[src/rtl/scan_inject_ctrl.sv]
// Scan fault-injection controller; optional parity bit under SCAN_INJECT_PARITY_EN.
// Latency: first serial bit two cycles after setup; reads registered (1 cycle).
// Backpressure: full FIFO drops pushes; empty FIFO stalls shifting and flags underrun.
module scan_inject_ctrl #(
    parameter int DATA_W     = 32,
    parameter int LEN_W      = 16,
    parameter int NCH        = 4,
    parameter int FIFO_DEPTH = 4
) (
    input  logic              i_CLK_SYS,
    input  logic              i_RST_SYS,
    input  logic [31:0]       i_ADDR,
    input  logic              i_WREn,
    input  logic              i_RDEn,
    input  logic [DATA_W-1:0] i_WRDATA,
    output logic [DATA_W-1:0] o_RDATA,
    output logic [NCH-1:0]    o_SERIAL_OUT,
    output logic [NCH-1:0]    o_EN_SR,
    output logic [NCH-1:0]    o_TFEn,
    output logic              o_RST
);
    localparam int PW = $clog2(FIFO_DEPTH);
    localparam int BW = $clog2(DATA_W);
`ifdef SCAN_INJECT_PARITY_EN
    localparam int CTRL_BITS = 3;
`else
    localparam int CTRL_BITS = 2;
`endif

    typedef enum logic [2:0] {IDLE, LOAD, SHIFT, CTRL, WAIT_START, FIRE} state_t;
    state_t state, state_nxt;

    logic [DATA_W-1:0] fifo_mem [FIFO_DEPTH];
    logic [PW-1:0]     wr_ptr, rd_ptr;
    logic [PW:0]       fifo_cnt;
    logic              fifo_full, fifo_empty, push_ok, pop;

    logic [3:0]        chsel, act_ch;
    logic [1:0]        ctrl_code, ctrl_idx;
    logic [LEN_W-1:0]  bits_rem;
    logic [BW-1:0]     bit_idx;
    logic [DATA_W-1:0] sr;
    logic              word_vld, underrun, rst_pulse;
    logic              ser_bit, en_bit, tf_bit, ctrl_bit;
    logic              wr_data, wr_ctrl, wr_chsel, abort, setup_req, start_req;
    logic [31:0]       status;
    logic              unused_addr;
`ifdef SCAN_INJECT_PARITY_EN
    logic              par_acc;
`endif

    assign unused_addr = ^i_ADDR[31:2];

    assign wr_data   = i_WREn && (i_ADDR[1:0] == 2'd0);
    assign wr_ctrl   = i_WREn && (i_ADDR[1:0] == 2'd1);
    assign wr_chsel  = i_WREn && (i_ADDR[1:0] == 2'd2);
    assign abort     = i_WREn && (i_ADDR[1:0] == 2'd3) && i_WRDATA[0];
    assign setup_req = wr_ctrl && i_WRDATA[2];
    assign start_req = wr_ctrl && i_WRDATA[3] && !i_WRDATA[2];

    assign fifo_full  = (fifo_cnt == (PW+1)'(FIFO_DEPTH));
    assign fifo_empty = (fifo_cnt == '0);
    // A pop in the same cycle frees the slot, so a push to a full FIFO still lands.
    assign push_ok    = wr_data && (!fifo_full || pop);

    always_comb begin
        ctrl_bit = 1'b0;
        case (ctrl_idx)
            2'd0:    ctrl_bit = ctrl_code[0];
            2'd1:    ctrl_bit = ctrl_code[1];
`ifdef SCAN_INJECT_PARITY_EN
            2'd2:    ctrl_bit = ~(par_acc ^ ctrl_code[0] ^ ctrl_code[1]);
`endif
            default: ctrl_bit = 1'b0;
        endcase
    end

    always_comb begin
        state_nxt = state;
        pop       = 1'b0;
        ser_bit   = 1'b0;
        en_bit    = 1'b0;
        tf_bit    = 1'b0;
        case (state)
            IDLE: if (setup_req) state_nxt = LOAD;
            LOAD: begin
                if (bits_rem == '0) begin
                    state_nxt = CTRL;
                end else if (!fifo_empty) begin
                    pop       = 1'b1;
                    state_nxt = SHIFT;
                end
            end
            SHIFT: begin
                if (word_vld) begin
                    en_bit  = 1'b1;
                    ser_bit = sr[0];
                    if (bits_rem == LEN_W'(1))
                        state_nxt = CTRL;
                    else if (bit_idx == BW'(DATA_W-1) && !fifo_empty)
                        pop = 1'b1;
                end else if (!fifo_empty) begin
                    pop = 1'b1;
                end
            end
            CTRL: begin
                en_bit  = 1'b1;
                ser_bit = ctrl_bit;
                if (ctrl_idx == 2'(CTRL_BITS-1)) state_nxt = WAIT_START;
            end
            WAIT_START: if (start_req) state_nxt = FIRE;
            FIRE: begin
                tf_bit    = 1'b1;
                state_nxt = IDLE;
            end
            default: state_nxt = IDLE;
        endcase
        if (abort) state_nxt = IDLE;
    end

    always_ff @(posedge i_CLK_SYS) begin
        if (push_ok) fifo_mem[wr_ptr] <= i_WRDATA;
    end

    always_ff @(posedge i_CLK_SYS or posedge i_RST_SYS) begin
        if (i_RST_SYS) begin
            state     <= IDLE;
            wr_ptr    <= '0;
            rd_ptr    <= '0;
            fifo_cnt  <= '0;
            chsel     <= '0;
            act_ch    <= '0;
            ctrl_code <= '0;
            ctrl_idx  <= '0;
            bits_rem  <= '0;
            bit_idx   <= '0;
            sr        <= '0;
            word_vld  <= 1'b0;
            underrun  <= 1'b0;
            rst_pulse <= 1'b0;
`ifdef SCAN_INJECT_PARITY_EN
            par_acc   <= 1'b0;
`endif
        end else begin
            state     <= state_nxt;
            rst_pulse <= abort;
            if (wr_chsel) chsel <= i_WRDATA[3:0];
            if (abort) begin
                wr_ptr   <= '0;
                rd_ptr   <= '0;
                fifo_cnt <= '0;
                underrun <= 1'b0;
                bits_rem <= '0;
                word_vld <= 1'b0;
            end else begin
                if (push_ok) wr_ptr <= wr_ptr + PW'(1);
                if (pop)     rd_ptr <= rd_ptr + PW'(1);
                if (push_ok && !pop)      fifo_cnt <= fifo_cnt + (PW+1)'(1);
                else if (pop && !push_ok) fifo_cnt <= fifo_cnt - (PW+1)'(1);
                if (pop) begin
                    sr       <= fifo_mem[rd_ptr];
                    bit_idx  <= '0;
                    word_vld <= 1'b1;
                end
                case (state)
                    IDLE: if (setup_req) begin
                        bits_rem  <= i_WRDATA[LEN_W+3:4];
                        ctrl_code <= i_WRDATA[1:0];
                        act_ch    <= chsel;
                        underrun  <= 1'b0;
                        ctrl_idx  <= '0;
                        word_vld  <= 1'b0;
`ifdef SCAN_INJECT_PARITY_EN
                        par_acc   <= 1'b0;
`endif
                    end
                    LOAD: if (bits_rem != '0 && fifo_empty) underrun <= 1'b1;
                    SHIFT: begin
                        if (word_vld) begin
                            bits_rem <= bits_rem - LEN_W'(1);
`ifdef SCAN_INJECT_PARITY_EN
                            par_acc  <= par_acc ^ sr[0];
`endif
                            if (bit_idx != BW'(DATA_W-1)) begin
                                sr      <= sr >> 1;
                                bit_idx <= bit_idx + BW'(1);
                            end else if (!pop && bits_rem != LEN_W'(1)) begin
                                word_vld <= 1'b0;
                                underrun <= 1'b1;
                            end
                        end else begin
                            underrun <= 1'b1;
                        end
                    end
                    CTRL: ctrl_idx <= ctrl_idx + 2'd1;
                    default: ;
                endcase
            end
        end
    end

    always_comb begin
        status            = '0;
        status[31]        = (state != IDLE);
        status[30]        = underrun;
        status[29]        = fifo_full;
        status[28]        = fifo_empty;
        status[LEN_W+3:4] = bits_rem;
    end

    always_ff @(posedge i_CLK_SYS or posedge i_RST_SYS) begin
        if (i_RST_SYS)
            o_RDATA <= '0;
        else if (i_RDEn)
            o_RDATA <= (i_ADDR[1:0] == 2'd1) ? DATA_W'(status) : DATA_W'({28'b0, chsel});
    end

    always_comb begin
        o_SERIAL_OUT = '0;
        o_EN_SR      = '0;
        o_TFEn       = '0;
        for (int i = 0; i < NCH; i++) begin
            if (act_ch == 4'(i)) begin
                o_SERIAL_OUT[i] = ser_bit;
                o_EN_SR[i]      = en_bit;
                o_TFEn[i]       = tf_bit;
            end
        end
    end

    assign o_RST = i_RST_SYS | rst_pulse;

endmodule
[config.mk]
export PLATFORM = sky130hd
export DESIGN_NAME = scan_inject_ctrl
export DESIGN_NICKNAME = d
export VERILOG_FILES = /design/src/rtl/scan_inject_ctrl.sv
export SDC_FILE = /design/constraint.sdc
export NUM_CORES = 1
export LEC_CHECK = 0
export ABC_AREA = 1
export BUFFER_PORTS_ARGS = -buffer_cell sky130_fd_sc_hd__buf_2
export CAP_MARGIN = 20
export CORE_MARGIN = 4
export CORE_UTILIZATION = 65
export CTS_BUF_LIST = sky130_fd_sc_hd__clkbuf_4
export DETAILED_ROUTE_END_ITERATION = 16
export PLACE_DENSITY = 0.95
export SLEW_MARGIN = 20
export SYNTH_ARGS = -nofsm -noshare
export SYNTH_HDL_FRONTEND = slang
export SYNTH_SLANG_ARGS = --single-unit
export TNS_END_PERCENT = 30
[constraint.sdc]
create_clock -name i_CLK_SYS -period 8.8 [get_ports i_CLK_SYS]
set_input_delay 0.88 -clock i_CLK_SYS [delete_from_list [all_inputs] [get_ports i_CLK_SYS]]
set_output_delay 0.88 -clock i_CLK_SYS [all_outputs]
set_load 0.01 [all_outputs]
Word level (Yosys, flattened, before mapping)
Memories as Yosys holds them, arrays and structs flattened.
Index checks and enable logic that the tools add are counted.
{"block": "word_totals", "reg_bits": 110, "elab_cells": 162, "in_bits": 68, "ram_bits": 128, "out_inout_bits": 45, "n_memories": 1}
{"memory": "fifo_mem", "words": 4, "width": 32, "read_ports": 1, "rd_ports_with_merged_regs": 0, "wr": 1, "line_no": "33", "text": "logic [DATA_W-1:0] fifo_mem [FIFO_DEPTH];"}
{"block": "op_classes", "muxes": 71, "n_reduce_logical": 39, "n_eq_ne": 27, "bitwise": 2, "n_addsub": 7}
{"operator": "$mux 32", "n": 5}
{"operator": "$mux 16", "n": 3}
{"operator": "$mux 1", "n": 34}
{"operator": "$mux 3", "n": 11}
{"operator": "$pmux 16 s2", "n": 1}
{"operator": "$mux 5", "n": 4}
{"operator": "$ne 3x3->1 const B", "n": 6}
{"operator": "$eq 16x1->1 const B", "n": 1}
{"operator": "$logic_not 16->1", "n": 1}
{"operator": "$ne 16x1->1 const B", "n": 1}
{"operator": "$reduce_bool 16->1", "n": 1}
{"operator": "$sub 16x1->16 const B", "n": 1}
{"operator": "$pmux 3 s5", "n": 1}
{"operator": "$logic_and 1x1->1", "n": 14}
{"operator": "$ne 4x4->1 const B", "n": 3}
{"operator": "$mux 2", "n": 5}
{"operator": "$pmux 1 s2", "n": 5}
{"operator": "$eq 3x3->1 const B", "n": 3}
{"operator": "$reduce_and 3->1", "n": 3}
{"operator": "$reduce_bool 3->1", "n": 3}
{"operator": "$eq 4x2->1 const B", "n": 2}
{"operator": "$add 2x1->2 const B", "n": 3}
{"operator": "$eq 3x2->1 const B", "n": 2}
{"operator": "$logic_not 3->1", "n": 2}
{"operator": "22 further kinds", "n": 31}

Logic depth before layout (Yosys ltp)
Gate-level depths: netlist (run 1).
{"block": "depth", "word_depth": 14, "depth_mapped": 18, "ltp_nobuf": 18}

Worst setup path after synthesis (run 1)
No wires, ideal clock.
{"block": "synth_timing", "kind": "register to register", "start": "register bit_idx[0]", "end": "memory fifo_mem[0][0] (enable)", "stages_incl_launch_ff": 13, "setup_ns": 0.421, "path_buffers": 0, "t_required_ns": 8.379, "arrival_ns": 2.773, "slack_ns": 5.606, "period_less_slack_ns": 3.194, "cell_sequence": "dfrtp_1 > ha_1 > nand2_1 > nor2_1 > ha_1 > inv_1 > nor2_1 > nand2_1 > nand2_1 > nand3_1 > nand2_1 > o21ai_2 > nor2_1"}
{"block": "synth_via", "elab_chain_cells": 10}
{"item": "start: declaration", "line_no": "41", "text": "logic [BW-1:0] bit_idx;"}
{"item": "start signal: assignment", "line_no": "186", "text": "bit_idx <= bit_idx + BW'(1);"}
{"item": "$eq 5x5->1", "line_no": "100", "text": "else if (bit_idx == BW'(DATA_W-1) && !fifo_empty)"}
{"item": "$logic_and 1x1->1", "line_no": "100"}
{"item": "$mux 1", "line_no": "100"}
{"item": "$mux 1", "line_no": "98", "text": "if (bits_rem == LEN_W'(1))"}
{"item": "$mux 1", "line_no": "95", "text": "if (word_vld) begin"}
{"item": "$pmux 1 s2", "line_no": "84", "text": "case (state)"}
{"item": "$logic_or 1x1->1", "line_no": "64", "text": "assign push_ok = wr_data && (!fifo_full || pop);"}
{"item": "$logic_and 1x1->1", "line_no": "64"}
{"item": "$mux 1", "line_no": "122", "text": "if (push_ok) fifo_mem[wr_ptr] <= i_WRDATA;"}
{"item": "$mux 1 (implied by the code)", "line_no": "122"}
{"item": "end: declaration", "line_no": "33"}
Every way passes these cells.

Final worst setup path (run 1)
{"block": "layout_timing", "start": "register bit_idx[0]", "end": "memory fifo_mem[3][4] (enable)"}
Same word-level chain as after synthesis.

==> impl_metrics.env, run 1 <==
export IMPL_internal_power_mw=2.31
export IMPL_power_clock_fraction=0.234
export IMPL_globalRouteTotalUtil=0.277
export IMPL_cp_end_kind="flip-flop"
export IMPL_syn_area_per_cell_um2=9.81
export IMPL_status="finished, final reports clean"
export IMPL_yosysTopAreaCell="edfxtp_1"
export IMPL_leakagePower_nw=5.08
export IMPL_path_max_fanout=17
export IMPL_hold_viol=0
export IMPL_dpl_cell_count=1311
export IMPL_fmax_mhz=283
export IMPL_synthToLayoutAreaGrowth_pct=12.1
export IMPL_rr_worst_depth=13
export IMPL_wl_mm=24.9
export IMPL_rows=45
export IMPL_sw_frac_of_total=0.404
export IMPL_slew_violations=0
export IMPL_power_mw=3.88
export IMPL_skew_ns=0.0415
export IMPL_synth_seq_cells=230
export IMPL_drt_wirelength_per_cell_um=17.6
export IMPL_dr_wl_met2_mm=12.3
export IMPL_root_buffer="clkbuf_4"
export IMPL_htree_levels=2
export IMPL_synthTopCellsByArea="edfxtp_1, dfrtp_1, nand2_1"
export IMPL_die_h_um=135
export IMPL_initial_core_util=0.675
export IMPL_port_buffers=74
export IMPL_worstPathArrival_ns=3.85
export IMPL_ys_seq_area_frac=0.615
export IMPL_fin_crit_sh=0.402
export IMPL_cts_tree="yes"
export IMPL_reg2reg_to="fifo_mem[3][4]"
export IMPL_die_area_mm2=0.0181
export IMPL_async_flop_share=0.443
export IMPL_synthCells=1061
export IMPL_min_period_ns=3.54
export IMPL_dp_final_hpwl_mm=14.8
export IMPL_finalNetCount=1237
export IMPL_post_cts_setup_buffers=0
export IMPL_rrSetupSlack_ns=5.26
export IMPL_clk_path_buf_depth=3
export IMPL_io_pins=113
export IMPL_cts_buffers=55
export IMPL_ant_nets=0
export IMPL_top_layer="met4"
export IMPL_grt_pass1_wl_mm=40.1
export IMPL_syn_area_mm2=0.0104
export IMPL_grt_max_degree=68
export IMPL_finalSetupViolCount=0
export IMPL_combPwrFrac=0.378
export IMPL_vias=8326
export IMPL_ir_drop_uv=242
export IMPL_slew_headroom=0.260
export IMPL_synthFlopType="edfxtp_1"
export IMPL_dpl_cell_area_mm2=0.0109
export IMPL_finalNonFillerCells=1413
export IMPL_final_area_mm2=0.0117
export IMPL_startpoint_type="flip-flop"
export IMPL_synth_edf_count=128
export IMPL_worstReg2RegStart="bit_idx[0]"
export IMPL_tns_ns=0
export IMPL_power_share_sequential=0.387
export IMPL_rsz0062_at_grt="false"
export IMPL_drc_errors=0
export IMPL_wl_met3_mm=2.40
export IMPL_core_area_mm2=0.0154
export IMPL_overflow=0
export IMPL_p_switching_mw=1.57
export IMPL_required_ns=9.12
export IMPL_place_gp_congestion=0.839
export IMPL_clock_sinks=230
export IMPL_cts_repair_resized=0
export IMPL_ys_types=45
export IMPL_cap_violations=0
export IMPL_fp_dieW_um=135
export IMPL_path_class="flip-flop to flip-flop"
export IMPL_antenna_found_initial=0
export IMPL_wl_met1_mm=9.42
export IMPL_hold_buffers=0
export IMPL_yosysWarnings=0
export IMPL_cts_clk_slew_worst_paths_ns=0.07
export IMPL_worst_slew_pin_slew_ns=1.11
export IMPL_synth_top_area_frac=0.369
export IMPL_clkLatencyLatePin_ns=0.67
export IMPL_min_path_type="input port to asynchronous set/reset pin"
export IMPL_routed_via_density=5.89
export IMPL_drt_first_pass_iters=6
export IMPL_final_core_util=0.756
export IMPL_grt_pass1_vias=8219
export IMPL_p_per_area_mw_per_mm2=332
export IMPL_drive_above_1_share=0.173
export IMPL_drt_iter0_markers=875
export IMPL_n_antenna_cell=0
==> through the flow <==
step / hold slack [ns] / setup slack, ns
after floorplan: 0.442 / 5.24
after global placement: 0.458 / 5.57
after detailed placement: 0.463 / 5.49
after CTS: 0.231 / 5.33
after global routing: 0.243 / 5.11
final: 0.251 / 5.26
==> per-layer routing <==
layer,vias up,track usage
met5,-,0
met1,3980,0.339
met3,84,0.0734
met4,0,0.106
met2,455,0.476
li1,3807,-
==> sequential cells by signal, indices dropped and copies added (netlist names) <==
signal and flops:
fifo_mem 128, rd_ptr 2, bit_idx 5, bits_rem 16
o_RDATA 24, sr 32, state 3, word_vld 1
rst_pulse 1, fifo_cnt 3, wr_ptr 2, ctrl_code 2
chsel 4, underrun 1, act_ch 4, ctrl_idx 2
==> cell type report <==
cell class	count	area (µm²)
Sequential cell	230	6400
Fill cell	935	3760
Multi-Input combinational cell	688	3420
Clock buffer	89	668
Timing Repair Buffer	85	473
Inverter	98	372
Tap cell	211	264
Clock inverter	12	73.8
==> synthesized netlist by cell type (2+ instances only) <==
master,count
o22ai_1,49
buf_4,12
inv_2,5
nor2_4,4
nor3_1,4
clkbuf_1,28
nor3_2,3
a22o_1,3
a21oi_1,12
o31ai_1,2
edfxtp_1,128
o21ai_0,134
ha_1,10
dfrtp_1,102
o211ai_1,3
xor2_1,6
nand2_2,3
nor2_1,143
buf_2,8
xnor2_1,2
nand2_1,202
buf_1,3
inv_1,91
nand3_1,29
o21bai_1,31
o21ai_1,21
nand4_1,5
==> worst max-delay path: stages (launching register included) <==
cell and delay, ns:
dfrtp_1 0.40, ha_1 0.21, nand2_1 0.07, nor2_1 0.10, ha_1 0.20, inv_1 0.08, nor2_1 0.10, nand2_1 0.06
nand2_1 0.07, nand3_1 0.11, nand2_1 0.32, o21ai_2 0.20, nor2_2 0.81, buf_4 0.43
==> power by group through the flow <==
stage | clock (mW) | combinational [mW] | sequential (mW)
global route | 0.986 | 1.63 | 1.52
detailed placement | 0 | 1.39 | 1.51
CTS | 0.921 | 1.42 | 1.49
global placement | 0 | 1.31 | 1.50
floorplan | 0 | 1.07 | 1.49
finish | 0.909 | 1.47 | 1.50
==> cells in the final DEF, fill, tap and decap left out, drive strengths merged, types with 2 or more instances in the layout <==
| cell type | count |
|---|---|
| ha | 10 |
| nand4 | 6 |
| o31ai | 2 |
| nor2 | 149 |
| o21ai | 156 |
| inv | 97 |
| conb | 8 |
| nor3 | 7 |
| xnor2 | 2 |
| o21bai | 31 |
| nand2 | 206 |
| xor2 | 6 |
| clkinv | 12 |
| o211ai | 3 |
| edfxtp | 128 |
| dfrtp | 102 |
| o22ai | 49 |
| a21oi | 14 |
| buf | 85 |
| nand3 | 29 |
| clkbuf | 89 |
| a22o | 3 |
==> kinds of logic after synthesis <==
family	Yosys count	share of synthesized area
flops	230	0.615
simple gates	398	0.159
buf+inv	150	0.0602
compound gates	262	0.144
mux	1	0.00108
other cells	1	0.000360
fa+ha+maj	11	0.0139
xor+xnor	8	0.00673
==> worst max path at each step <==
stage                           from              to  slack (ns)
after floorplan            i_RST_SYS       act_ch[0]        5.24
final                     bit_idx[0]  fifo_mem[3][4]        5.26
after global routing      bit_idx[0]  fifo_mem[3][4]        5.11
after detailed placement  bit_idx[0]  fifo_mem[3][0]        5.49
after CTS                 bit_idx[0]  fifo_mem[3][4]        5.33
after global placement    bit_idx[0]  fifo_mem[3][0]        5.57
Note: power is estimated with default switching activity, not from simulation.
==> run 2: changes to the inputs <==
- CORE_UTILIZATION: 65 -> 61
- PLACE_DENSITY: 0.95 -> 0.92
- clock period: 8.8 -> 3.3 ns (I/O delays scaled with it)
==> run 2 against run 1 <==
  * Register-to-register slack worse by 4.9 ns
  * Clock power grew to 2.6 times the previous value
  * Largest cell class unchanged
  * Critical path depth stayed put
  * Maximum frequency is 19% higher
  * Critical endpoint is now fifo_mem[3][3]
  * Final area increased by 3.4%
  * Largest power group unchanged
  * Sequential share of layout area down 1.8 points
  * Global-route usage is 2.1 points lower
  * Combinational power rose to 2.7 times the previous value
==> impl_metrics.env, run 2 (synthesized netlist as in run 1, its figures left out) <==
export IMPL_status="finished, final reports clean"
export IMPL_drt_first_pass_iters=6
export IMPL_p_per_area_mw_per_mm2=853
export IMPL_cp_end_kind="flip-flop"
export IMPL_grt_pass1_wl_mm=40.5
export IMPL_drc_errors=0
export IMPL_slew_headroom=0.299
export IMPL_htree_levels=2
export IMPL_slew_violations=0
export IMPL_place_gp_congestion=0.908
export IMPL_path_max_fanout=17
export IMPL_min_period_ns=2.98
export IMPL_clock_sinks=230
export IMPL_worst_slack_ns=0.322
export IMPL_cap_violations=0
export IMPL_cts_tree="yes"
export IMPL_grt_pass1_vias=8340
export IMPL_fin_crit_sh=0.903
export IMPL_layout_common_cells="nand2_1, nor2_1, o21ai_0"
export IMPL_skew_ns=0.0494
export IMPL_ant_nets=0
export IMPL_pre_cts_slack_ns=0.378
export IMPL_path_class="flip-flop to flip-flop"
export IMPL_grt_max_degree=78
export IMPL_fmax_mhz=336
export IMPL_cts_buffers=54
export IMPL_n_antenna_cell=0
export IMPL_rows=47
export IMPL_drive_above_1_share=0.165
export IMPL_worst_slew_pin_slew_ns=1.05
export IMPL_core_area_mm2=0.0166
export IMPL_fp_dieW_um=139
export IMPL_tns_ns=0
export IMPL_drt_wirelength_per_cell_um=17.1
export IMPL_worstPathArrival_ns=3.33
export IMPL_antenna_found_initial=0
export IMPL_root_buffer="clkbuf_4"
export IMPL_finalSetupViolCount=0
export IMPL_mostFrequentLayoutCell="nand2_1"
export IMPL_drt_iter0_markers=756
export IMPL_min_path_type="input port to flip-flop"
export IMPL_synthToLayoutAreaGrowth_pct=16.0
export IMPL_required_ns=3.66
export IMPL_routed_via_density=5.75
export IMPL_regMostFlops="fifo_mem"
export IMPL_ir_drop_uv=578
export IMPL_top_regs="fifo_mem x128, sr x32, o_RDATA x24"
export IMPL_clk_path_buf_depth=3
export IMPL_die_h_um=139
export IMPL_largest_reg_flops=128
export IMPL_wl_mm=24.8
export IMPL_rsz0062_at_grt="false"
export IMPL_hold_viol=0
export IMPL_overflow=0
export IMPL_initial_core_util=0.625
export IMPL_cts_clk_slew_worst_paths_ns=0.07
export IMPL_io_pins=113
export IMPL_die_area_mm2=0.0192
export IMPL_clkLatencyLatePin_ns=0.68
export IMPL_dp_final_hpwl_mm=15.1
export IMPL_vias=8363
export IMPL_port_buffers=74
export IMPL_startpoint_type="flip-flop"
export IMPL_leakagePower_nw=5.23
export IMPL_finalNetCount=1272
export IMPL_globalRouteTotalUtil=0.256
-- run 2: final timing paths --
check	endpoint	startpoint	slack, ns	cells past startpoint
max	fifo_mem[3][3]	bit_idx[0]	0.32	13
min	o_RDATA[30]	i_ADDR[1]	0.09	4
max reg2reg	fifo_mem[3][3]	bit_idx[0]	0.32	13
min reg2reg	o_RDATA[19]	o_RDATA[19]	0.49	2
max in group asynchronous	o_RDATA[5]	i_RST_SYS	2.04	4
min in group asynchronous	rst_pulse	i_RST_SYS	0.43	3
-- run 2: metrics by stage --
step | utilization | cell area (µm²) | power (mW) | hold slack [ns] | cells
after global routing | 0.725 | 12100 | 11.0 | 0.0751 | 1455
after global placement | 0.661 | 11000 | 7.54 | 0.458 | 1323
after CTS | 0.725 | 12100 | 10.2 | 0.0594 | 1455
after detailed placement | 0.661 | 11000 | 7.78 | 0.465 | 1323
final | 0.725 | 12100 | 10.3 | 0.0861 | 1455
after floorplan | - | 10400 | 6.82 | 0.429 | 1068
-- run 2: final cells by class --
cell class                 instances  area (µm²)
sequential                       230        6400
fill                            1038        4570
multi-input combinational        688        3420
inverter                          98         372
tap                              220         275
timing repair buffer             121         871
clock buffer                      82         616
clock inverter                    16         119
-- run 2: layer usage --
metal / part of all wire / GRT usage / up-vias
met1: 0.38 / 0.322 / 3967
met4: 0.021 / 0.0917 / 0
met2: 0.51 / 0.441 / 449
met3: 0.082 / 0.0569 / 63
li1: - / - / 3884
met5: 0 / 0 / -
-- run 2: critical path: stages, from the launching register on --
cell	delay [ns]
dfrtp_1	0.39
ha_1	0.20
nand2_1	0.07
nor2_1	0.09
ha_1	0.18
inv_1	0.07
nor2_1	0.11
nand2_1	0.07
nand2_1	0.05
nand3_1	0.09
nand2_1	0.16
o21ai_2	0.15
nor2_2	0.80
buf_12	0.26
-- run 2: where the power goes --
group,switching (mW),internal [mW]
clock network,1.11,1.29
logic,2.62,1.28
registers,0.359,3.63
-- run 2: repair_timing --
item                                    4_1_cts  5_1_grt
endpoints found under the hold margin       212        0
setup buffers                                 0        0
resized for setup                             0        0
hold buffers                                 34        0
endpoints found under the setup margin        0        0
